--- src/rtl/seg_scan_drv.sv ---
// seg_scan_drv: six-digit multiplexed seven-segment driver with a per-frame BCD shadow latch.
// Define SEG_LZB_EN to blank leading zeros on digits 5..3.
module seg_scan_drv #(
  parameter int unsigned SCAN_DIV  = 49_999,
  parameter int unsigned BLANK_CYC = 1_000,
  parameter bit          ACT_LOW   = 1'b1
) (
  input  logic        clk,
  input  logic        rst_n,
  input  logic [23:0] din,
  output logic [7:0]  seg,
  output logic [5:0]  sel,
  output logic        frame_done
);
  localparam int PW = $clog2(SCAN_DIV + 1);
  localparam logic [PW-1:0] P_MAX = PW'(SCAN_DIV);
  localparam logic [PW-1:0] P_BLK = PW'(BLANK_CYC);
  localparam logic [7:0] SEG_OFF = {8{ACT_LOW}};
  localparam logic [5:0] SEL_OFF = {6{ACT_LOW}};
  logic [PW-1:0] p_q, p_d;
  logic [2:0] idx_q, idx_d;
  logic [23:0] shadow_q, shadow_d;
  logic [7:0] seg_q, seg_d;
  logic [5:0] sel_q, sel_d;
  logic fd_q, fd_d;
  logic tick, frame_end, blank, dig_off;
  logic [3:0] nib;
  logic [6:0] dec;
  logic [7:0] lz;

  function automatic logic [6:0] decode(input logic [3:0] n);
    case (n)
      4'h0: return 7'h3F;
      4'h1: return 7'h06;
      4'h2: return 7'h5B;
      4'h3: return 7'h4F;
      4'h4: return 7'h66;
      4'h5: return 7'h6D;
      4'h6: return 7'h7D;
      4'h7: return 7'h07;
      4'h8: return 7'h7F;
      4'h9: return 7'h6F;
      4'hF: return 7'h00;
      default: return 7'h40;
    endcase
  endfunction

`ifdef SEG_LZB_EN
  function automatic logic zf(input logic [3:0] n);
    return n == 4'h0 || n == 4'hF;
  endfunction
  // Scan stops at digit 2 so the units of seconds and everything below always show.
  assign lz = {2'b00,
               shadow_q[23:20] == 4'h0,
               shadow_q[19:16] == 4'h0 && zf(shadow_q[23:20]),
               shadow_q[15:12] == 4'h0 && zf(shadow_q[23:20]) && zf(shadow_q[19:16]),
               3'b000};
`else
  assign lz = '0;
`endif

  assign tick = p_q == P_MAX;
  assign frame_end = tick && idx_q == 3'd5;
  assign nib = 4'(shadow_q >> {idx_q, 2'b00});

  always_comb begin
    p_d = tick ? '0 : p_q + 1'b1;
    idx_d = tick ? (idx_q == 3'd5 ? 3'd0 : idx_q + 3'd1) : idx_q;
    shadow_d = frame_end ? din : shadow_q;
    fd_d = frame_end;
    dig_off = nib == 4'hF || lz[idx_q];
    dec = dig_off ? 7'h00 : decode(nib);
    blank = p_q < P_BLK;
    seg_d = SEG_OFF ^ (blank ? 8'h00 : {!dig_off && (idx_q == 3'd4 || idx_q == 3'd2), dec});
    sel_d = SEL_OFF ^ (blank ? 6'h00 : 6'b1 << idx_q);
  end

  always_ff @(posedge clk or negedge rst_n)
    if (!rst_n) begin
      p_q <= '0;
      idx_q <= '0;
      shadow_q <= 24'hFFFFFF;
      fd_q <= 1'b0;
      seg_q <= SEG_OFF;
      sel_q <= SEL_OFF;
    end else begin
      p_q <= p_d;
      idx_q <= idx_d;
      shadow_q <= shadow_d;
      fd_q <= fd_d;
      seg_q <= seg_d;
      sel_q <= sel_d;
    end

  assign seg = seg_q;
  assign sel = sel_q;
  assign frame_done = fd_q;
endmodule
--- config.mk ---
export PLATFORM = sky130hd
export DESIGN_NAME = seg_scan_drv
export DESIGN_NICKNAME = d
export VERILOG_FILES = /design/src/rtl/seg_scan_drv.sv
export SDC_FILE = /design/constraint.sdc
export NUM_CORES = 1
export LEC_CHECK = 0
export ABC_CLOCK_PERIOD_IN_PS = 3200
export CAP_MARGIN = 15
export CORE_MARGIN = 3
export CORE_UTILIZATION = 40
export DETAILED_ROUTE_END_ITERATION = 12
export GPL_ROUTABILITY_DRIVEN = 1
export PLACE_DENSITY = 0.69
export SYNTH_ARGS = -nofsm -noshare
export SYNTH_HDL_FRONTEND = slang
export SYNTH_SLANG_ARGS = --single-unit
--- constraint.sdc ---
create_clock -name clk -period 3.2 [get_ports clk]
set_clock_uncertainty 0.1 [all_clocks]
set_input_delay 0.64 -clock clk [delete_from_list [all_inputs] [get_ports clk]]
set_output_delay 0.64 -clock clk [all_outputs]
set_load 0.005 [all_outputs]
# Word-level counts from Yosys, hierarchy flattened

Memories as Yosys holds them, arrays and structs flattened.
Index checks and enable logic that the tools add are counted.

Mux-type cells: 6
Equal/unequal tests: 5
$add $sub $neg: 2
Shifts and indexed selects: 2
Reduce and logical (&&, ||, !) cells: 5
Bitwise logic cells: 2
Magnitude comparators: 2

Operator list:

| cell                                                 | number |
|---|---|
| >> shifter 24 x 5 -> 4 bit                           | 1 |
| adder 16 x 1 -> 16 bit, second input constant        | 1 |
| equality test 16 bit, second input constant          | 1 |
| < comparator 16 x 10 -> 1 bit, second input constant | 1 |
| 2-to-1 mux 16 bit                                    | 1 |
| 2-to-1 mux 8 bit                                     | 1 |
| inverter 8 bit                                       | 1 |
| 2-to-1 mux 7 bit                                     | 1 |
| equality test 3 bit, second input constant           | 2 |
| 2-to-1 mux 6 bit                                     | 1 |
| inverter 6 bit                                       | 1 |
| << shifter 1 x 3 -> 6 bit, first input constant      | 1 |
| equality test 4 bit, second input constant           | 1 |
| < comparator 3 x 4 -> 1 bit, second input constant   | 1 |
| adder 3 x 1 -> 3 bit, second input constant          | 1 |
| equality test 3 x 2 -> 1 bit, second input constant  | 1 |
| 2-to-1 mux 3 bit                                     | 1 |
| logical AND 1 bit                                    | 2 |
| logical OR 1 bit                                     | 2 |
| logical NOT 1 bit                                    | 1 |
| 2-to-1 mux 1 bit                                     | 1 |

Output and inout bits: 15
Input port bits: 26
ROM bits: 120
Memories: 2
Bits in registers: 58

Memories:

| name            | words | width | read ports | clocked after memory_dff | wr ports | line | source |
|---|---|---|---|---|---|---|---|
| (no name shown) | 16    | 7     | 1          | 0                        | 0        | 32   | `case (n)` |
| (no name shown) | 8     | 1     | 1          | 0                        | 0        | 71   | `dig_off = nib == 4'hF \|\| lz[idx_q];` |

# Logic depth before layout (Yosys ltp)

Word-level depth: 7
Depth in mapped cells: 12

# Worst setup path after synthesis

No wires, ideal clock.

Path kind: register to register
Start: register idx_q[2]
End: register seg_q[5] (netlist: seg[5])
Clock period less this slack: 2.271 ns
Arrival: 2.079 ns
Path slack: 0.929 ns
Stages on the path, launching flop included: 10
Required time: 3.008 ns
Cells stage by stage: dfrtp_1 buf_2 nor3_1 a21oi_1 o22a_1 or2_2 ha_1 or2_2 a211oi_1 o21ai_1

Longest elaborated chain between the ends: 6
Elaborated cells on any way between the ends: 9

Ends and longest elaborated chain:

| element                                                                          | line | source |
|---|---|---|
| from (decl)                                                                      | 21   | `logic [2:0] idx_q, idx_d;` |
| from (signal assigned)                                                           | 88   | `idx_q <= idx_d;` |
| parallel branches: the longest is 3 deep, another holds memory read (16 x 7 bit) | -    |  |
| 2-to-1 mux 7 bit (*)                                                             | 72   | `dec = dig_off ? 7'h00 : decode(nib);` |
| 2-to-1 mux 8 bit (*)                                                             | 74   | `seg_d = SEG_OFF ^ (blank ? 8'h00 : {!dig_off && (idx_q == 3'd4 \|\| idx_q == 3'd2), dec});` |
| inverter 8 bit (no line) (*)                                                     | -    |  |
| net seg_d[5]                                                                     | 23   | `logic [7:0] seg_q, seg_d;` |
| to (signal assigned)                                                             | 91   | `seg_q <= seg_d;` |
| to (decl)                                                                        | 23   |  |

Mark *: on every way through the listed nets, which the timed path passes. The select of a mux whose other input is x is not followed.
A chain may end at the register's enable or synchronous reset.

# Worst setup path in the final report

Start: register idx_q[1]
End: register seg_q[5] (netlist: seg[5])

The elaborated chain is that of the path after synthesis.

==> results.json <==
{
  "p_int_mw": 1.25,
  "path_cells": "mux2i_1 > nor2_1 > o22a_1 > or2_2 > ha_1 > or2_2 > a211oi_1 > o21ai_1",
  "power_density_nw_per_um2": 456,
  "async_flop_share": 1.00,
  "max_slew.worst_pin.slew_ns": 0.747,
  "timing.final.crit_period_ns": 2.67,
  "r2r-end": "seg[5]$_DFF_PN1_",
  "insertion_delay_ns": 0.34,
  "num_vias": 1850,
  "max_freq_ghz": 0.374,
  "finalInstanceArea_um2": 3470,
  "drt_drc_violations_left": 0,
  "cts_setup_buffers": 0,
  "antenna_found_initial": 0,
  "grt_first_pass_wirelength_um": 9200,
  "routabilityCongestion": 0.879,
  "core_area_um2": 6570,
  "cts.sinks": 58,
  "ys.warnings.count": 0,
  "p_leak_nw": 1.40,
  "critPathRequiredTime_ns": 3.33,
  "cts_tree": "done",
  "arrival_ns": 2.81,
  "n_antenna_cell": 0,
  "hp-class": "input pin to asynchronous set/reset pin",
  "p_sw_mw": 0.335,
  "worst-path-buf-inv": 0,
  "ioPinCount": 41,
  "power_frac_seq": 0.487,
  "synth_common_cells": "38 x dfstp_2, 20 x dfrtp_1, 19 x mux2_1, 19 x nor2_1, 13 x nand2_1",
  "synth.most_common_cell": "dfstp_2",
  "cpMostUsedCell": "or2_2",
  "dpl-instance-area_um2": 3260,
  "cts_root_buffer": "clkbuf_8",
  "drt-pass1-iter-count": 4,
  "ys_seq_area_frac": 0.532,
  "finalSetupViolations": 0,
  "cts_hold_buffers": 0,
  "hold_viol_final": 0,
  "swShare": 0.212,
  "wl_um": 5130,
  "dp.cells": 361,
  "dieArea_um2": 8080,
  "initialDrtViolationCount": 114,
  "worstSetupStartpointType": "flip-flop",
  "overflow": 0,
  "grt_pass1_vias": 1891,
  "dp_hpwl_um": 3680,
  "path_class": "flip-flop to flip-flop",
  "post_cts_resize_count": 0,
  "r2r-start": "idx_q[1]$_DFFE_PN0N_",
  "worst_path_largest_cell_delay_ns": 0.75,
  "via_per_inst": 4.91,
  "grtUsageTotal": 0.141,
  "p_comb_frac": 0.057,
  "max_slew_margin": 0.500,
  "start_util": 0.429,
  "area_growth_syn_to_layout_pct": 23.3,
  "tns_ns": 0,
  "grt_max_degree": 35,
  "netlist-cell-type-count": 46,
  "cts_htree_levels": 3,
  "ys_top_cells_by_area": "dfstp_2 35%, dfrtp_1 18%, mux2_1 7.6%, mux2_2 3.2%, ha_1 3.1%",
  "clkPwrFrac": 0.455,
  "ff2ff_path_depth": 8,
  "critPathMaxFanout": 19,
  "num-nets-final": 312,
  "cts_buffers": 9,
  "status": "finished, final reports clean",
  "rrSetupSlack_ns": 0.53,
  "post-route-period-util": 0.836,
  "ant_nets": 0,
  "syn-mean-instance-area_um2": 11.7,
  "die_w_um": 89.9,
  "crit_family": "flip-flops",
  "slew_violations": 0,
  "die_h_um": 89.9,
  "synth_cells": 241,
  "synth_edf_count": 0,
  "critPathCaptureType": "flip-flop",
  "cts.path.max_buffers": 2,
  "grt_setup_unrepaired": "no",
  "final_layout_size_suffix_gt1_frac": 0.261,
  "clk_pin_slew_ns": 0.07,
  "cpMaxStageDelayCell": "dfrtp_1",
  "yosys.area.top_type": "dfstp_2",
  "syn_area_um2": 2820,
  "row_count": 29,
  "ir_worst_vdd_uv": 279,
  "yosys_most_used_dff": "dfstp_2",
  "drv_cap": 0,
  "synth_nets": 274,
  "synth.top_cell.area_share": 0.355,
  "instances_no_fill": 377,
  "wl_per_cell_um": 13.6,
  "synth_seq_cells": 58,
  "port_buffers": 40
}
==> placed cells by master (no fill, tap or decap), drive strengths merged, types with 2 or more instances in the layout <==
master / n
clkinv: 3
and2: 4
xor2: 8
nor3: 6
clkdlybuf4s50: 39
or2: 2
inv: 10
a211oi: 3
nor4: 4
ha: 7
buf: 3
a21oi: 7
xnor2: 8
o211ai: 3
nand4: 5
nand2b: 5
nor2: 19
nand3: 6
nand2: 14
dfstp: 38
nor2b: 2
and3: 5
or3: 2
mux2: 27
o21ai: 6
dfrtp: 20
bufinv: 2
mux2i: 3
clkbuf: 10
==> worst register-to-register path, cell delays in order, from the launching register on <==
cell,delay (ns)
dfrtp_1,0.75
mux2i_1,0.26
nor2_1,0.06
o22a_1,0.25
or2_2,0.35
ha_1,0.22
or2_2,0.29
a211oi_1,0.21
o21ai_1,0.08
==> layout make-up <==
type                       count  area (um^2)
clock buffer                  10          128
inverter                      10         40.0
timing repair buffer          42          410
multi-input combinational    158         1200
sequential                    58         1500
fill                         580         3100
tap                           93          116
clock inverter                 6         82.6
==> logic make-up after synthesis <==
family,synth area share
AND/OR/NAND/NOR,0.136
flip-flops,0.532
multiplexers,0.127
AO/OA/AOI/OAI,0.0809
buffers and inverters,0.0427
XOR/XNOR,0.0498
adder cells (fa/ha/maj),0.0311
==> worst max path at each step <==
stage,from,end,slack [ns],cells after the start
after CTS,idx_q[1]$_DFFE_PN0N_,seg[5]$_DFF_PN1_,0.51,8
after global routing,idx_q[1]$_DFFE_PN0N_,seg[5]$_DFF_PN1_,0.39,8
after detailed placement,idx_q[1]$_DFFE_PN0N_,seg[5]$_DFF_PN1_,0.53,8
after global placement,idx_q[1]$_DFFE_PN0N_,seg[5]$_DFF_PN1_,0.62,8
after floorplan,idx_q[2]$_DFFE_PN0N_,seg[5]$_DFF_PN1_,0.93,9
final,idx_q[1]$_DFFE_PN0N_,seg[5]$_DFF_PN1_,0.53,8
==> per-layer routing <==
metal | track usage | wire length, um | vias to the layer above | part of all wire
met2 | 0.201 | 2280 | 52 | 0.44
met4 | 0.0421 | 47 | 0 | 0.0092
met5 | 0 | 0 | - | 0
met1 | 0.189 | 2450 | 885 | 0.48
met3 | 0.0693 | 361 | 6 | 0.070
li1 | - | - | 907 | -
==> per-stage QoR <==
| step | hold slack [ns] | setup WS [ns] | total power, mW | util |
|---|---|---|---|---|
| floorplan | 0.244 | 0.929 | 0.819 | - |
| global placement | 0.373 | 0.623 | 0.873 | 0.497 |
| detailed placement | 0.383 | 0.528 | 0.875 | 0.497 |
| CTS | 0.286 | 0.512 | 1.61 | 0.529 |
| global route | 0.310 | 0.387 | 1.66 | 0.529 |
| finish | 0.271 | 0.526 | 1.58 | 0.529 |
==> power groups by stage <==
stage	Sequential [mW]	Combinational (mW)	Clock [mW]
2_1_floorplan	0.779	0.0408	0
3_3_place_gp	0.782	0.0903	0
3_5_place_dp	0.783	0.0922	0
4_1_cts	0.771	0.0931	0.744
5_1_grt	0.773	0.102	0.786
6_report	0.771	0.0908	0.720
==> registers in the layout, summed over array words and instances (netlist names) <==
| register | cells |
|---|---|
| frame_done | 1 |
| idx_q | 3 |
| p_q | 16 |
| seg | 8 |
| sel | 6 |
| shadow_q | 24 |
(Power assumes the default switching activity.)
